==> config.mk <==
export PLATFORM = sky130hd
export DESIGN_NAME = decode_stage_flat
export DESIGN_NICKNAME = d
export VERILOG_FILES = /design/src/rtl/decode_stage_if.sv /design/src/rtl/decode_stage.sv /design/src/flat_wrapper.sv
export SDC_FILE = /design/constraint.sdc
export NUM_CORES = 1
export LEC_CHECK = 0
export CAP_MARGIN = 20
export CORE_UTILIZATION = 35
export DETAILED_ROUTE_END_ITERATION = 7
export PLACE_DENSITY_LB_ADDON = 0.3
export SETUP_SLACK_MARGIN = 0.1
export SLEW_MARGIN = 20
export SYNTH_ARGS = -nofsm -noshare
export SYNTH_HDL_FRONTEND = slang
export SYNTH_SLANG_ARGS = --single-unit
==> constraint.sdc <==
create_clock -name clk -period 1.6 [get_ports clk]
set_input_delay 0.24 -clock clk [delete_from_list [all_inputs] [get_ports clk]]
set_output_delay 0.24 -clock clk [all_outputs]
set_load 0.05 [all_outputs]
==> src/rtl/decode_stage_if.sv <==
// Fetch-side and execute-side handshake bundle of the decode stage, plus its pipeline controls.
// The decode stage uses the master view; the fetch/execute environment uses the slave view.
interface decode_stage_if #(
    parameter int XLEN = 32,
    parameter int PC_W = 16
);
    logic              in_valid;
    logic              in_ready;
    logic [31:0]       in_instr;
    logic [PC_W-1:0]   in_pc;

    logic              out_valid;
    logic              out_ready;
    logic [PC_W-1:0]   out_pc;
    logic [2:0]        rd;
    logic [2:0]        rs1;
    logic [2:0]        rs2;
    logic [XLEN-1:0]   imm;
    logic              imm_mode;
    logic              alu_mode;
    logic [2:0]        alu_func;
    logic              set_flags;
    logic              to_pc;
    logic              ldst;
    logic              store;
    logic              write_en;
    logic              is_halt;
    logic              is_nop;
    logic              branch;
    logic [3:0]        br_cond;

    logic              flush;
    logic              resume;
    logic              halted;

    modport master (
        input  in_valid, in_instr, in_pc, out_ready, flush, resume,
        output in_ready, out_valid, out_pc, rd, rs1, rs2, imm, imm_mode, alu_mode,
               alu_func, set_flags, to_pc, ldst, store, write_en, is_halt, is_nop,
               branch, br_cond, halted
    );

    modport slave (
        output in_valid, in_instr, in_pc, out_ready, flush, resume,
        input  in_ready, out_valid, out_pc, rd, rs1, rs2, imm, imm_mode, alu_mode,
               alu_func, set_flags, to_pc, ldst, store, write_en, is_halt, is_nop,
               branch, br_cond, halted
    );
endinterface

==> src/rtl/decode_stage.sv <==
// Registered instruction decode stage with valid/ready handshake, 2-entry skid buffer,
// pipeline flush and a sticky halted state.
//
//   state  | meaning
//   RUN    | normal operation, instructions accepted when skid is empty
//   HALTED | a halt instruction was accepted; intake stopped until resume
module decode_stage #(
    parameter int XLEN     = 32,
    parameter int PC_W     = 16,
    parameter bit IMM_SEXT = 1'b1
) (
    input  logic           clk,
    input  logic           rst_n,
    decode_stage_if.master bus
);
    typedef enum logic {
        RUN    = 1'b0,
        HALTED = 1'b1
    } stateT;

    typedef struct packed {
        logic [PC_W-1:0] pc;
        logic [2:0]      rd;
        logic [2:0]      rs1;
        logic [2:0]      rs2;
        logic [XLEN-1:0] imm;
        logic            immMode;
        logic            aluMode;
        logic [2:0]      aluFunc;
        logic            setFlags;
        logic            toPc;
        logic            ldst;
        logic            store;
        logic            writeEn;
        logic            isHalt;
        logic            isNop;
        logic            branch;
        logic [3:0]      brCond;
    } bundleT;

    function automatic bundleT decodeInstr(input logic [31:0] instr, input logic [PC_W-1:0] pc);
        bundleT b;
        logic signed [15:0] immS;
        immS       = instr[15:0];
        b.pc       = pc;
        b.rd       = instr[24:22];
        b.rs1      = instr[21:19];
        b.rs2      = instr[18:16];
        if (IMM_SEXT)
            b.imm = XLEN'(immS);
        else
            b.imm = XLEN'(instr[15:0]);
        b.immMode  = (instr[31:30] == 2'b00) || (instr[28:26] == 3'b000);
        b.aluMode  = ~instr[29];
        b.aluFunc  = instr[31] ? 3'b001 : instr[27:25];
        b.setFlags = instr[28] & (instr[31:29] == 3'b001);
        b.toPc     = (instr[31:30] == 2'b11) && (instr[28:26] == 3'b000);
        b.ldst     = (instr[31:30] == 2'b10);
        b.store    = instr[25];
        b.writeEn  = ~instr[31] | ((instr[31:30] == 2'b10) & instr[25]);
        b.isHalt   = (instr[31:30] == 2'b11) & instr[28];
        b.isNop    = (instr[31:30] == 2'b11) && (instr[28:27] == 2'b01);
        b.branch   = (instr[31:30] == 2'b11) && (instr[28:27] == 2'b00);
        b.brCond   = instr[26] ? instr[24:21] : 4'hE;
        return b;
    endfunction

    stateT  state;
    logic   mainValid;
    logic   skidValid;
    bundleT mainEntry;
    bundleT skidEntry;
    bundleT incoming;
    logic   inReady;
    logic   accept;
    logic   issue;

    assign incoming = decodeInstr(bus.in_instr, bus.in_pc);

    // Intake depends only on registered state and flush, never on out_ready.
    assign inReady = ~skidValid & (state == RUN) & ~bus.flush;
    assign accept  = bus.in_valid & inReady;
    assign issue   = mainValid & bus.out_ready;

    always_ff @(posedge clk or negedge rst_n) begin
        if (!rst_n) begin
            state     <= RUN;
            mainValid <= 1'b0;
            skidValid <= 1'b0;
            mainEntry <= '0;
            skidEntry <= '0;
        end else begin
            if (bus.flush) begin
                mainValid <= 1'b0;
                skidValid <= 1'b0;
            end else if (issue || !mainValid) begin
                if (skidValid) begin
                    mainEntry <= skidEntry;
                    mainValid <= 1'b1;
                    skidValid <= 1'b0;
                end else if (accept) begin
                    mainEntry <= incoming;
                    mainValid <= 1'b1;
                end else begin
                    mainValid <= 1'b0;
                end
            end else if (accept) begin
                skidEntry <= incoming;
                skidValid <= 1'b1;
            end

            case (state)
                RUN:     if (accept && incoming.isHalt) state <= HALTED;
                HALTED:  if (bus.resume) state <= RUN;
                default: state <= RUN;
            endcase
        end
    end

    assign bus.in_ready  = inReady;
    assign bus.halted    = (state == HALTED);
    assign bus.out_valid = mainValid;
    assign bus.out_pc    = mainEntry.pc;
    assign bus.rd        = mainEntry.rd;
    assign bus.rs1       = mainEntry.rs1;
    assign bus.rs2       = mainEntry.rs2;
    assign bus.imm       = mainEntry.imm;
    assign bus.imm_mode  = mainEntry.immMode;
    assign bus.alu_mode  = mainEntry.aluMode;
    assign bus.alu_func  = mainEntry.aluFunc;
    assign bus.set_flags = mainEntry.setFlags;
    assign bus.to_pc     = mainEntry.toPc;
    assign bus.ldst      = mainEntry.ldst;
    assign bus.store     = mainEntry.store;
    assign bus.write_en  = mainEntry.writeEn;
    assign bus.is_halt   = mainEntry.isHalt;
    assign bus.is_nop    = mainEntry.isNop;
    assign bus.branch    = mainEntry.branch;
    assign bus.br_cond   = mainEntry.brCond;
endmodule

==> src/flat_wrapper.sv <==
// flat-port wrapper written by rule: the top's interface ports become plain ports
module decode_stage_flat 
#(
    parameter int XLEN     = 32,
    parameter int PC_W     = 16,
    parameter bit IMM_SEXT = 1'b1
)
  (clk, rst_n, bus_in_valid, bus_in_instr, bus_in_pc, bus_out_ready, bus_flush, bus_resume, bus_in_ready, bus_out_valid, bus_out_pc, bus_rd, bus_rs1, bus_rs2, bus_imm, bus_imm_mode, bus_alu_mode, bus_alu_func, bus_set_flags, bus_to_pc, bus_ldst, bus_store, bus_write_en, bus_is_halt, bus_is_nop, bus_branch, bus_br_cond, bus_halted);
  decode_stage_if #(.XLEN(XLEN), .PC_W(PC_W)) bus_i ();
  input  logic clk;
  input  logic rst_n;
  input wire logic [$bits(bus_i.in_valid)-1:0] bus_in_valid;
  input wire logic [$bits(bus_i.in_instr)-1:0] bus_in_instr;
  input wire logic [$bits(bus_i.in_pc)-1:0] bus_in_pc;
  input wire logic [$bits(bus_i.out_ready)-1:0] bus_out_ready;
  input wire logic [$bits(bus_i.flush)-1:0] bus_flush;
  input wire logic [$bits(bus_i.resume)-1:0] bus_resume;
  output wire logic [$bits(bus_i.in_ready)-1:0] bus_in_ready;
  output wire logic [$bits(bus_i.out_valid)-1:0] bus_out_valid;
  output wire logic [$bits(bus_i.out_pc)-1:0] bus_out_pc;
  output wire logic [$bits(bus_i.rd)-1:0] bus_rd;
  output wire logic [$bits(bus_i.rs1)-1:0] bus_rs1;
  output wire logic [$bits(bus_i.rs2)-1:0] bus_rs2;
  output wire logic [$bits(bus_i.imm)-1:0] bus_imm;
  output wire logic [$bits(bus_i.imm_mode)-1:0] bus_imm_mode;
  output wire logic [$bits(bus_i.alu_mode)-1:0] bus_alu_mode;
  output wire logic [$bits(bus_i.alu_func)-1:0] bus_alu_func;
  output wire logic [$bits(bus_i.set_flags)-1:0] bus_set_flags;
  output wire logic [$bits(bus_i.to_pc)-1:0] bus_to_pc;
  output wire logic [$bits(bus_i.ldst)-1:0] bus_ldst;
  output wire logic [$bits(bus_i.store)-1:0] bus_store;
  output wire logic [$bits(bus_i.write_en)-1:0] bus_write_en;
  output wire logic [$bits(bus_i.is_halt)-1:0] bus_is_halt;
  output wire logic [$bits(bus_i.is_nop)-1:0] bus_is_nop;
  output wire logic [$bits(bus_i.branch)-1:0] bus_branch;
  output wire logic [$bits(bus_i.br_cond)-1:0] bus_br_cond;
  output wire logic [$bits(bus_i.halted)-1:0] bus_halted;
  assign bus_i.in_valid = bus_in_valid;
  assign bus_i.in_instr = bus_in_instr;
  assign bus_i.in_pc = bus_in_pc;
  assign bus_i.out_ready = bus_out_ready;
  assign bus_i.flush = bus_flush;
  assign bus_i.resume = bus_resume;
  assign bus_in_ready = bus_i.in_ready;
  assign bus_out_valid = bus_i.out_valid;
  assign bus_out_pc = bus_i.out_pc;
  assign bus_rd = bus_i.rd;
  assign bus_rs1 = bus_i.rs1;
  assign bus_rs2 = bus_i.rs2;
  assign bus_imm = bus_i.imm;
  assign bus_imm_mode = bus_i.imm_mode;
  assign bus_alu_mode = bus_i.alu_mode;
  assign bus_alu_func = bus_i.alu_func;
  assign bus_set_flags = bus_i.set_flags;
  assign bus_to_pc = bus_i.to_pc;
  assign bus_ldst = bus_i.ldst;
  assign bus_store = bus_i.store;
  assign bus_write_en = bus_i.write_en;
  assign bus_is_halt = bus_i.is_halt;
  assign bus_is_nop = bus_i.is_nop;
  assign bus_branch = bus_i.branch;
  assign bus_br_cond = bus_i.br_cond;
  assign bus_halted = bus_i.halted;
  decode_stage #(.XLEN(XLEN), .PC_W(PC_W), .IMM_SEXT(IMM_SEXT)) u_core (.clk(clk), .rst_n(rst_n), .bus(bus_i));
endmodule
==> results.cfg <==
[run_status]
status = finished with violations
failed_checks = setup timing

[detailed_routing]
drt-initial-drc-count = 82
route.final.wire_length_mm = 12.1
drt.antenna.violating_nets = 0
routed_wire_length_per_instance_um = 16.5
drt_pass1_iterations = 4
number_of_drc_violations_after_detailed_routing = 0
route.vias.total = 3547
vias_per_cell = 4.84

[clock_tree]
cts-buffers-inserted = 17
cts.path.max_buffers = 2
insertion_delay_ns = 0.41
clk_pin_slew_worst_paths_ns = 0.05
clock_tree_from_tritoncts = built
numClockSinks = 119
cts-htree-levels = 4
cts.root.buffer_cell = sky130_fd_sc_hd__clkbuf_16

[final_layout]
diodes = 0
final_common_cell = sky130_fd_sc_hd__dfrtp_1
final_design_area_no_fill_um2 = 8070
layout-area-overhead-vs-synth_pct = 50.3
drive_above_1_share_pct = 54.6
finalCoreUtilization_pct = 54.7
nNetsFinal = 592
layoutNonFillerInstCount = 733
mostFrequentLayoutCells = sky130_fd_sc_hd__dfrtp_1, sky130_fd_sc_hd__mux2_2, sky130_fd_sc_hd__buf_4

[worst_hold_path]
min_path_type = input pin to asynchronous set/reset pin

[sta]
report.final.hold_viol_count = 0
grt_setup_unrepaired = yes
max_slew.worst_pin.slew_ns = 0.397
fin_worst_hold_slack_ns = 0.293
finClkSkew_ns = 0.00624
worst_slack_ns = -0.0378
slew-limit-headroom_pct = 73.5
slew_violations = 0
finalSetupViolCount = 31
period_needed_ns = 1.64
maxClockFrequency_ghz = 0.611
min_period_over_period_pct = 102
final_layout_setup_total_negative_slack_ns = -0.644

[setup_path]
rr_startpoint = u_core.bus.halted$_DFF_PN0_
rr_worst_depth = 5
timing.critical_path.slowest_cell_delay_ns = 0.41
path_max_fanout = 7
critical-path-slowest-cell = sky130_fd_sc_hd__dfrtp_2
critical-path-top-delay-family = flip-flops
rrSetupSlack_ns = -0.04
worstPathArrival_ns = 1.93
worst_r2r_endpoint = u_core.bus.out_pc[7]$_DFFE_PN0P_
capturing_element_type_of_the_critical_path = flip-flop
critical_path_class = flip-flop to flip-flop
worst-endpoint-required_ns = 1.89
worstPathCellList = nand2b_4 > a211oi_4 > buf_6 > clkbuf_16 > mux2_4
worst_setup_path_start_kind = flip-flop
cp.buffers_inverters = 2

[synth]
yosysUniqueCellTypes = 27
synthesis.yosys.warnings = 0
ys_ff_latch = 119
postSynthCellCount = 383
avgSynthCellArea_um2 = 14.0
syn_nets = 437
synth_edf_count = 0
synth.yosys.seq_area_share_pct = 55.5
ys.flop_type = sky130_fd_sc_hd__dfrtp_1
syn_area_um2 = 5370
share_of_async_settable_or_async_resettable_flops_after_synthesis_pct = 100

[placed_design]
numPortBuffers = 130
placed_cell_area_um2 = 7130
place_worst_setup_slack_ns = -0.291
place_inst = 693
rd_place_congestion = 0.680
place.detailed.hpwl_mm = 8.17

[global_routing]
grt-ovfl-total = 0
antenna_found_initial = 0
grt_max_degree = 37
grt_pass1_wl_mm = 19.8
globalRouteTotalUtil_pct = 16.2
vias_in_the_first_global_route = 3869

[floorplanning]
die_y_um = 126
coreArea_um2 = 14800
die_area_um2 = 15800
start_util_pct = 36.4
io_pins = 131
chipWidth_um = 126
row_count = 44

[job]
cap_viol_max_count = 0

[pwr]
vdd.ir_drop.worst_uv = 653
design_power_total_mw = 11.4
power_density_nw_per_um2 = 1420
power.leakage_nw = 3.74
## power breakdown
group          leakage [nW]  switching [mW]  internal, mW
Sequential             1.43           0.358          3.68
Clock                 0.278            1.24          2.43
Combinational          2.03            2.02          1.69
## what timing repair did
action / CTS / global route
endpoints found under the hold margin: 23 / 0
cloned: 1 / 3
hold buffers: 1 / 0
setup buffers: 5 / 0
pin swaps: 1 / 3
resized for setup: 38 / 22
endpoints found under the setup margin: 97 / 128
## state kept, by name, indices dropped and copies added, names as in the netlist
| signal | cells |
|---|---|
| u_core.skidValid | 1 |
| u_core.bus.is_halt | 1 |
| u_core.bus.alu_func | 3 |
| u_core.skidEntry | 58 |
| u_core.bus.branch | 1 |
| u_core.bus.alu_mode | 1 |
| u_core.bus.ldst | 1 |
| u_core.bus.rs2 | 3 |
| u_core.bus.is_nop | 1 |
| u_core.bus.rd | 3 |
| u_core.bus.store | 1 |
| u_core.bus.out_pc | 16 |
| u_core.bus.br_cond | 4 |
| u_core.bus.set_flags | 1 |
| u_core.bus.imm | 16 |
| u_core.bus.to_pc | 1 |
| u_core.bus.write_en | 1 |
| u_core.bus.rs1 | 3 |
| u_core.bus.out_valid | 1 |
| u_core.bus.imm_mode | 1 |
| u_core.bus.halted | 1 |
## how the worst max path moves through the flow
stage,startpoint,slack [ns],end,cells after the start
floorplan,u_core.bus.halted$_DFF_PN0_,-0.13,u_core.bus.imm[0]$_DFFE_PN0P_,5
global placement,bus_in_valid,-0.27,u_core.bus.alu_func[1]$_DFFE_PN0P_,6
detailed placement,bus_in_valid,-0.29,u_core.bus.alu_mode$_DFFE_PN0P_,6
CTS,u_core.skidValid$_DFFE_PN0P_,-0.03,bus_in_ready,3
global route,u_core.bus.halted$_DFF_PN0_,-0.06,u_core.bus.out_pc[6]$_DFFE_PN0P_,5
finish,u_core.bus.halted$_DFF_PN0_,-0.04,u_core.bus.out_pc[7]$_DFFE_PN0P_,5
## Yosys cell counts (2+ instances only)
cell	number	share of area (%)
sky130_fd_sc_hd__mux2i_1	16	3.0
sky130_fd_sc_hd__nor2_1	3	0.21
sky130_fd_sc_hd__nand2b_1	4	0.47
sky130_fd_sc_hd__mux2_1	8	1.7
sky130_fd_sc_hd__clkbuf_1	4	0.28
sky130_fd_sc_hd__mux2_2	139	29
sky130_fd_sc_hd__dfrtp_1	119	56
sky130_fd_sc_hd__buf_6	2	0.42
sky130_fd_sc_hd__o21ai_0	9	0.84
sky130_fd_sc_hd__nor3_1	3	0.28
sky130_fd_sc_hd__buf_2	11	1.0
sky130_fd_sc_hd__inv_1	12	0.84
sky130_fd_sc_hd__nand4b_1	2	0.33
sky130_fd_sc_hd__nor2b_1	7	0.82
sky130_fd_sc_hd__buf_4	19	2.7
sky130_fd_sc_hd__nand2_1	14	0.98
## cell families after synthesis
group | after synthesis | share of synthesized area (%)
compound gates | 15 | 1.75
flops | 119 | 55.5
buf+inv | 49 | 5.29
simple gates | 37 | 3.61
mux | 163 | 33.8
## per-layer routing
metal,track usage (%),wire length [µm],vias to the layer above
met1,20.0,5430,1800
li1,-,-,1635
met4,5.74,130,0
met2,25.2,5630,102
met3,7.14,937,10
met5,0,0,-
## area by class of cell
class / count / area (µm²)
tap: 184 / 230
inverter: 13 / 51.3
clock buffer: 27 / 503
multi-input combinational: 215 / 2340
sequential: 119 / 2980
clock inverter: 3 / 65.1
fill: 1212 / 6690
timing repair buffer: 172 / 1890
Power figures use the tool's default switching activity.
